## src/rtl/div_sing_float_seq.sv

```systemverilog
// Sequential single-precision float divider: result = num1 / num2.
// Both significands are truncated to MW bits including the hidden bit. A radix-2 restoring
// divider then produces one quotient bit per cycle over MW+1 steps. Zero operands
// (exponent field 0) are resolved one cycle after accept. Denormals are flushed.
// The mantissa is truncated, not rounded, and the exponent wraps modulo 256.
module div_sing_float_seq #(
  parameter int unsigned MW = 14
) (
  input  logic        clk,
  input  logic        rst,
  input  logic        start,
  input  logic [31:0] num1,
  input  logic [31:0] num2,
  output logic [31:0] result,
  output logic        busy,
  output logic        done
);

  localparam int unsigned QW = MW + 1;
  // One code beyond MW is needed so all-ones can mark "all bit steps finished".
  localparam int unsigned CW = $clog2(MW + 2);

  typedef enum logic [1:0] {StIdle, StDiv, StDone} state_e;

  state_e          state_q, state_d;
  logic            sign_q, sign_d;
  logic [7:0]      e1_q, e1_d;
  logic [7:0]      e2_q, e2_d;
  logic [MW-1:0]   m2_q, m2_d;
  logic [QW-1:0]   rem_q, rem_d;
  logic [QW-1:0]   quo_q, quo_d;
  logic [CW-1:0]   cnt_q, cnt_d;
  logic [31:0]     result_q, result_d;

  logic [MW-1:0]   m1_in, m2_in;
  logic [QW-1:0]   diff;
  logic            ge;
  logic [8:0]      exp_sum;
  logic [22:0]     man_norm;
  logic            special;
  logic [31:0]     special_val;
  logic            unused_bits;

  // Truncated significands with the hidden bit restored.
  always_comb begin
    m1_in = {1'b1, num1[22 -: MW-1]};
    m2_in = {1'b1, num2[22 -: MW-1]};
  end

  // Datapath: restoring subtract and compare, normalisation, and zero-operand results.
  always_comb begin
    diff     = rem_q - {1'b0, m2_q};
    ge       = rem_q >= {1'b0, m2_q};
    exp_sum  = {1'b0, e1_q} - {1'b0, e2_q} + (quo_q[MW] ? 9'd127 : 9'd126);
    man_norm = quo_q[MW] ? (23'(quo_q[MW-1:0]) << (23 - MW))
                         : (23'(quo_q[MW-2:0]) << (24 - MW));
    special  = (e1_q == 8'h00) || (e2_q == 8'h00);
    if (e1_q == 8'h00 && e2_q == 8'h00) begin
      special_val = 32'h7FC0_0000;
    end else if (e2_q == 8'h00) begin
      special_val = {sign_q, 8'hFF, 23'h0};
    end else begin
      special_val = {sign_q, 31'h0};
    end
  end

  // Bits that are deliberately dropped by truncation or by the wrapping exponent.
  always_comb begin
    unused_bits = ^{num1[23-MW:0], num2[23-MW:0], diff[MW], exp_sum[8]};
  end

  // Next-state logic. Zero operands also pass through StDiv for one cycle so their
  // result appears one edge after accept.
  always_comb begin
    state_d  = state_q;
    sign_d   = sign_q;
    e1_d     = e1_q;
    e2_d     = e2_q;
    m2_d     = m2_q;
    rem_d    = rem_q;
    quo_d    = quo_q;
    cnt_d    = cnt_q;
    result_d = result_q;

    unique case (state_q)
      StIdle: begin
        if (start) begin
          sign_d  = num1[31] ^ num2[31];
          e1_d    = num1[30:23];
          e2_d    = num2[30:23];
          m2_d    = m2_in;
          rem_d   = {1'b0, m1_in};
          quo_d   = '0;
          cnt_d   = CW'(MW);
          state_d = StDiv;
        end
      end
      StDiv: begin
        if (special) begin
          result_d = special_val;
          state_d  = StDone;
        end else if (cnt_q == {CW{1'b1}}) begin
          result_d = {sign_q, exp_sum[7:0], man_norm};
          state_d  = StDone;
        end else begin
          // Quotient bits enter at the LSB, so after MW+1 steps bit k lands at index k.
          quo_d = {quo_q[QW-2:0], ge};
          rem_d = ge ? {diff[MW-1:0], 1'b0} : {rem_q[MW-1:0], 1'b0};
          cnt_d = cnt_q - 1'b1;
        end
      end
      StDone: begin
        state_d = StIdle;
      end
      default: begin
        state_d = StIdle;
      end
    endcase
  end

  // State and datapath registers with synchronous reset.
  always_ff @(posedge clk) begin
    if (rst) begin
      state_q  <= StIdle;
      sign_q   <= 1'b0;
      e1_q     <= '0;
      e2_q     <= '0;
      m2_q     <= '0;
      rem_q    <= '0;
      quo_q    <= '0;
      cnt_q    <= '0;
      result_q <= '0;
    end else begin
      state_q  <= state_d;
      sign_q   <= sign_d;
      e1_q     <= e1_d;
      e2_q     <= e2_d;
      m2_q     <= m2_d;
      rem_q    <= rem_d;
      quo_q    <= quo_d;
      cnt_q    <= cnt_d;
      result_q <= result_d;
    end
  end

  // Status outputs decoded from state.
  always_comb begin
    result = result_q;
    busy   = (state_q != StIdle);
    done   = (state_q == StDone);
  end

endmodule

```

## config.mk

```make
export PLATFORM = sky130hd
export DESIGN_NAME = div_sing_float_seq
export DESIGN_NICKNAME = d
export VERILOG_FILES = /design/src/rtl/div_sing_float_seq.sv
export SDC_FILE = /design/constraint.sdc
export NUM_CORES = 1
export LEC_CHECK = 0
export ABC_AREA = 1
export CORE_MARGIN = 2
export CORE_UTILIZATION = 32
export CTS_CLUSTER_DIAMETER = 200
export CTS_CLUSTER_SIZE = 16
export DETAILED_ROUTE_END_ITERATION = 8
export PLACE_DENSITY_LB_ADDON = 0.05
export REMOVE_ABC_BUFFERS = 1
export SETUP_SLACK_MARGIN = 0.05
export SYNTH_ARGS = -nofsm -noshare
export SYNTH_HDL_FRONTEND = slang
export SYNTH_SLANG_ARGS = --single-unit
export TNS_END_PERCENT = 20
```

## constraint.sdc

```tcl
create_clock -name clk -period 3.1 [get_ports clk]
set_input_delay 0.93 -clock clk [delete_from_list [all_inputs] [get_ports clk]]
set_output_delay 0.93 -clock clk [all_outputs]
set_load 0.01 [all_outputs]
```

# [After elaboration in Yosys (flattened, before gate mapping)]
# Cells that the tools add are included.
[word_totals] register_bits=99 output_inout_bits=34 wordCells=57
[classes] n_addsub=4 n_lt_le_gt_ge=1 n_eq_ne=7 muxes=23 bitwise_logic=1 n_reduce_logical=12
[op_table] cell="$mux 15" n=7
[op_table] cell="$mux 32" n=3
[op_table] cell="$pmux 15 s2" n=2
[op_table] cell="$mux 31" n=1
[op_table] cell="$mux 23" n=1
[op_table] cell="$logic_not 8->1" n=2
[op_table] cell="$ge 15x14->1" n=1
[op_table] cell="$sub 14x14->14" n=1
[op_table] cell="$mux 4" n=3
[op_table] cell="$add 8x7->8" n=1
[op_table] cell="$pmux 4 s2" n=1
[op_table] cell="$sub 8x8->8" n=1
[op_table] cell="$mux 2" n=3
[op_table] cell="$ne 2x2->1 const B" n=3
[op_table] cell="$reduce_and 2->1" n=3
[op_table] cell="$reduce_bool 2->1" n=3
[op_table] cell="$eq 4x4->1 const B" n=1
[op_table] cell="$pmux 2 s2" n=1
[op_table] cell="$reduce_and 4->1" n=1
[op_table] cell="$sub 4x1->4 const B" n=1
[op_table] cell="$ne 3x3->1 const B" n=1
[op_table] cell="$eq 2x1->1 const B" n=1
[op_table] cell="$eq 2x2->1 const B" n=1
[op_table] cell="$logic_not 2->1" n=1
[op_table] cell="other kinds (4)" n=4

# [Depth between registers and ports, before layout]
[depth] ltp_word=5 ltp_mapped=14

# [Least setup slack after synthesis]
# Ideal clock, no wire load.
[synth_timing] kind="flip-flop to flip-flop" from="reg quo_q[14]" to="reg result_q[29] (netlist: result[29])" arrival_time_ns=2.144 t_required_ns=2.983 path_slack_ns=0.839 path_stages_with_launch=15 n_path_buf=2 cell_sequence="dfxtp_1 clkbuf_1 inv_1 clkbuf_1 ha_1 inv_1 ha_1 fa_1 nand4_1 o211a_1 nand2_1 nand2_1 nor2_1 nor2_1 nor2_1"
[synth_between] elab_chain_cells=4
[synth_rtl] item="start, declared" line="31" source="logic [QW-1:0] quo_q, quo_d;"
[synth_rtl] item="start signal, assigned" line="140" source="quo_q <= quo_d;"
[synth_rtl] item="$mux 1" line="54" source="exp_sum = {1'b0, e1_q} - {1'b0, e2_q} + (quo_q[MW] ? 9'd127 : 9'd126);"
[synth_rtl] item="$add 8x7->8" line="54"
[synth_rtl] item="$mux 32" line="102" source="end else if (cnt_q == {CW{1'b1}}) begin"
[synth_rtl] item="$mux 32" line="99" source="if (special) begin"
[synth_rtl] item="end signal, assigned" line="142" source="result_q <= result_d;"
[synth_rtl] item="end, declared" line="33" source="logic [31:0] result_q, result_d;"
# Every way passes these cells. The select of a mux whose other input is x is not followed.
# A chain may end at the register's enable or synchronous reset.

# [Worst setup path after layout]
[layout_timing] from="reg state_q[0]" to="out busy"
[layout_between] elab_chain_cells=1
[layout_rtl] item="start, declared" line="25" source="state_e state_q, state_d;"
[layout_rtl] item="start signal, assigned" line="124" source="state_q <= StIdle;"
[layout_rtl] item="start signal, assigned" line="134" source="state_q <= state_d;"
[layout_rtl] item="$reduce_bool 2->1" line="149" source="busy = (state_q != StIdle);"
[layout_rtl] item="end, declared" line="15" source="output logic busy,"
# Every way passes these cells.

==> impl_metrics.tcl <==
set metrics [dict create \
    status "completed" \
    synth_edf_count 0 \
    fin_skew_ns 0.00711 \
    num_antenna_cells 0 \
    via_count 4727 \
    start_util_pct 33.0 \
    grt_max_degree 74 \
    utilization_pct 40.0 \
    cellLeakagePower_nw 2.85 \
    cts_setup_buffers 0 \
    critical_path_class "reg -> out" \
    clockRootBuffer "clkbuf_16" \
    critPathLaunchType "register" \
    die_height_um 132 \
    ir_drop_v 0.000296 \
    r2r_cells 12 \
    seq_area_frac_synth_pct 34.1 \
    cts_tree "yes" \
    grt_use_total_pct 15.6 \
    period_needed_ns 2.36 \
    cts_hold_buf 0 \
    period_share_pct 76.1 \
    async_flop_share_pct 0 \
    cp_max_fo 4 \
    routabilityCongestion 0.864 \
    regToRegSetupSlack_ns 0.94 \
    io_pins 101 \
    slowest_stage "clkdlybuf4s50_1" \
    port_buffers 71 \
    cts_resized 0 \
    hold_depth 2 \
    hold_class "reg -> reg" \
    avgSynthCellArea_um2 7.02 \
    worst_r2r_endpoint "rem_q[1]$_SDFFE_PP0P_" \
    hold_viol_final 0 \
    drt-total-wl_mm 13.0 \
    worstMarginPinSlew_ns 0.529 \
    routedWlPerCell_um 12.7 \
    numCtsBuffers 9 \
    grt_pass1_vias 4625 \
    grt_setup_unrepaired "no" \
    layout_common_cells "nand2_1, dfxtp_1, inv_1" \
    cp_cell_sequence "nor2_1, inv_1, clkdlybuf4s50_1" \
    worstPathArrival_ns 1.43 \
    syn_inst 752 \
    dieArea_um2 17500 \
    htree_levels 3 \
    areaGrowthSynthToFinish_pct 21.3 \
    clock_latency_ns 0.35 \
    vias_per_cell 4.59 \
    cap_viol_max_count 0 \
    max_freq_mhz 424 \
    worst-endpoint-required_ns 2.17 \
    final_common_cell "nand2_1" \
    fp.coreArea_um2 16000 \
    hold_path_end "m2_q[8]$_SDFFE_PP0P_" \
    max_stage_delay_ns 0.52 \
    ant_nets 0 \
    drv_slew 0 \
    drc 0 \
    grt_pass1_wl_mm 22.3 \
    setup_tns_ns 0 \
    dp_hpwl_mm 9.35 \
    cts_buffer_depth 2 \
    cts.reportedPaths.clkPinSlew_ns 0.07 \
    die_w_um 132 \
    rr_startpoint "m2_q[6]$_SDFFE_PP0P_" \
    worstHoldStart "m2_q[8]$_SDFFE_PP0P_" \
    cts_sinks 90 \
    cp-end-kind "output pin" \
    dr.pass1.iters 4 \
    yosysWarnings 0 \
    syn_area_um2 5280 \
    power.density_nw_per_um2 642 \
    post_synth_num_cell_types 42 \
    drive_above_1_share_pct 11.1 \
    antenna_found_initial 0 \
    num_rows 46 \
    final-setup-viol-count 0 \
    synth_ff_type "dfxtp_1" \
    grt_overflow 0 \
    drt_iter0_markers 204 \
    fin_nets 907 \
    slew_headroom_pct 64.6 \
    synth-seq-cells 90 \
]
## area by class of cell
| type | instances | area [µm²] |
|---|---|---|
| clock buffers | 10 | 239 |
| clock inverters | 6 | 50.0 |
| fillers | 1749 | 9600 |
| inverters | 98 | 370 |
| multi-input cells | 531 | 2900 |
| flip-flops and latches | 90 | 1800 |
| well taps | 216 | 270 |
| repair buffers | 78 | 776 |
## state kept, by name, summed over array words and instances (netlist names)
signal	cells
result	23
quo_q	15
rem_q	15
m2_q	14
e1_q	8
e2_q	8
cnt_q	4
state_q	2
sign_q	1
## worst max-delay path by stage
stage,from,endpoint,slack (ns),cells past startpoint
CTS,state_q[0]$_SDFFE_PP0P_,busy,0.71,3
floorplan,start,rem_q[2]$_SDFFE_PP0P_,0.38,6
detailed placement,start,cnt_q[0]$_SDFFE_PP0P_,0.70,7
global route,state_q[0]$_SDFFE_PP0P_,busy,0.65,3
finish,state_q[0]$_SDFFE_PP0P_,busy,0.74,3
global placement,start,cnt_q[0]$_SDFFE_PP0P_,0.72,7
## metrics by stage
step,power [mW],setup slack [ns],cell area (µm²),hold WS (ns),std cells
after global routing,4.47,0.654,6400,0.494,1029
final,4.11,0.740,6400,0.463,1029
after detailed placement,3.08,0.698,6110,0.460,1013
after CTS,4.18,0.714,6400,0.469,1029
after global placement,3.07,0.721,6110,0.457,1013
after floorplan,2.62,0.382,5070,0.435,719
## worst max-delay path: cells and delay by family, from the launching register on
family	cells	cell delay [ns]
buf+inv	2	0.58
simple gates	1	0.09
flops	1	0.41
## power breakdown
part	switching (mW)	total [mW]	leakage, nW	internal [mW]
logic	1.05	1.67	1.97	0.623
clock network	0.502	1.08	0.135	0.573
registers	0.0832	1.37	0.739	1.28
total	1.63	4.11	2.85	2.48
## cells in the mapped netlist (2+ instances only)
cell type  number  area [µm²]
nor2_1         73         274
fa_1            2        40.0
o21ai_2         9        78.8
nor3_4          2        32.5
buf_1           2        7.51
o21bai_1        2        15.0
ha_1           30         375
nand2_1       148         556
nor2_4          4        45.0
buf_4          13        97.6
xnor2_1         8        70.1
o21ai_1         6        30.0
inv_1          81         304
nor2_2          7        43.8
buf_6           4        45.0
nand4_2         2        25.0
o21ai_0        74         370
nand3_1        45         225
nor3_1          3        15.0
nand2_2        16         100
nand4_1         6        37.5
xor2_1          5        43.8
inv_2          16        60.1
clkbuf_1       13        48.8
a21o_1          2        15.0
nand2_4         2        22.5
buf_2           9        45.0
dfxtp_1        90        1800
a21oi_1        64         320
nand3_4         2        35.0
## cells by family after synthesis
logic type,after synthesis,synth area share (%)
fa+ha+maj,32,7.87
flops,90,34.1
buf+inv,139,11.6
xor+xnor,13,2.16
other cells,1,0.0710
compound gates,162,16.5
simple gates,315,27.7
## routing by layer
metal,GRT usage (%),vias up,share of wire (%)
met1,19.8,2119,48
met5,0,-,0
met4,6.09,0,1.9
li1,-,2512,-
met3,2.34,16,2.7
met2,26.6,80,47
(Power assumes the default switching activity.)
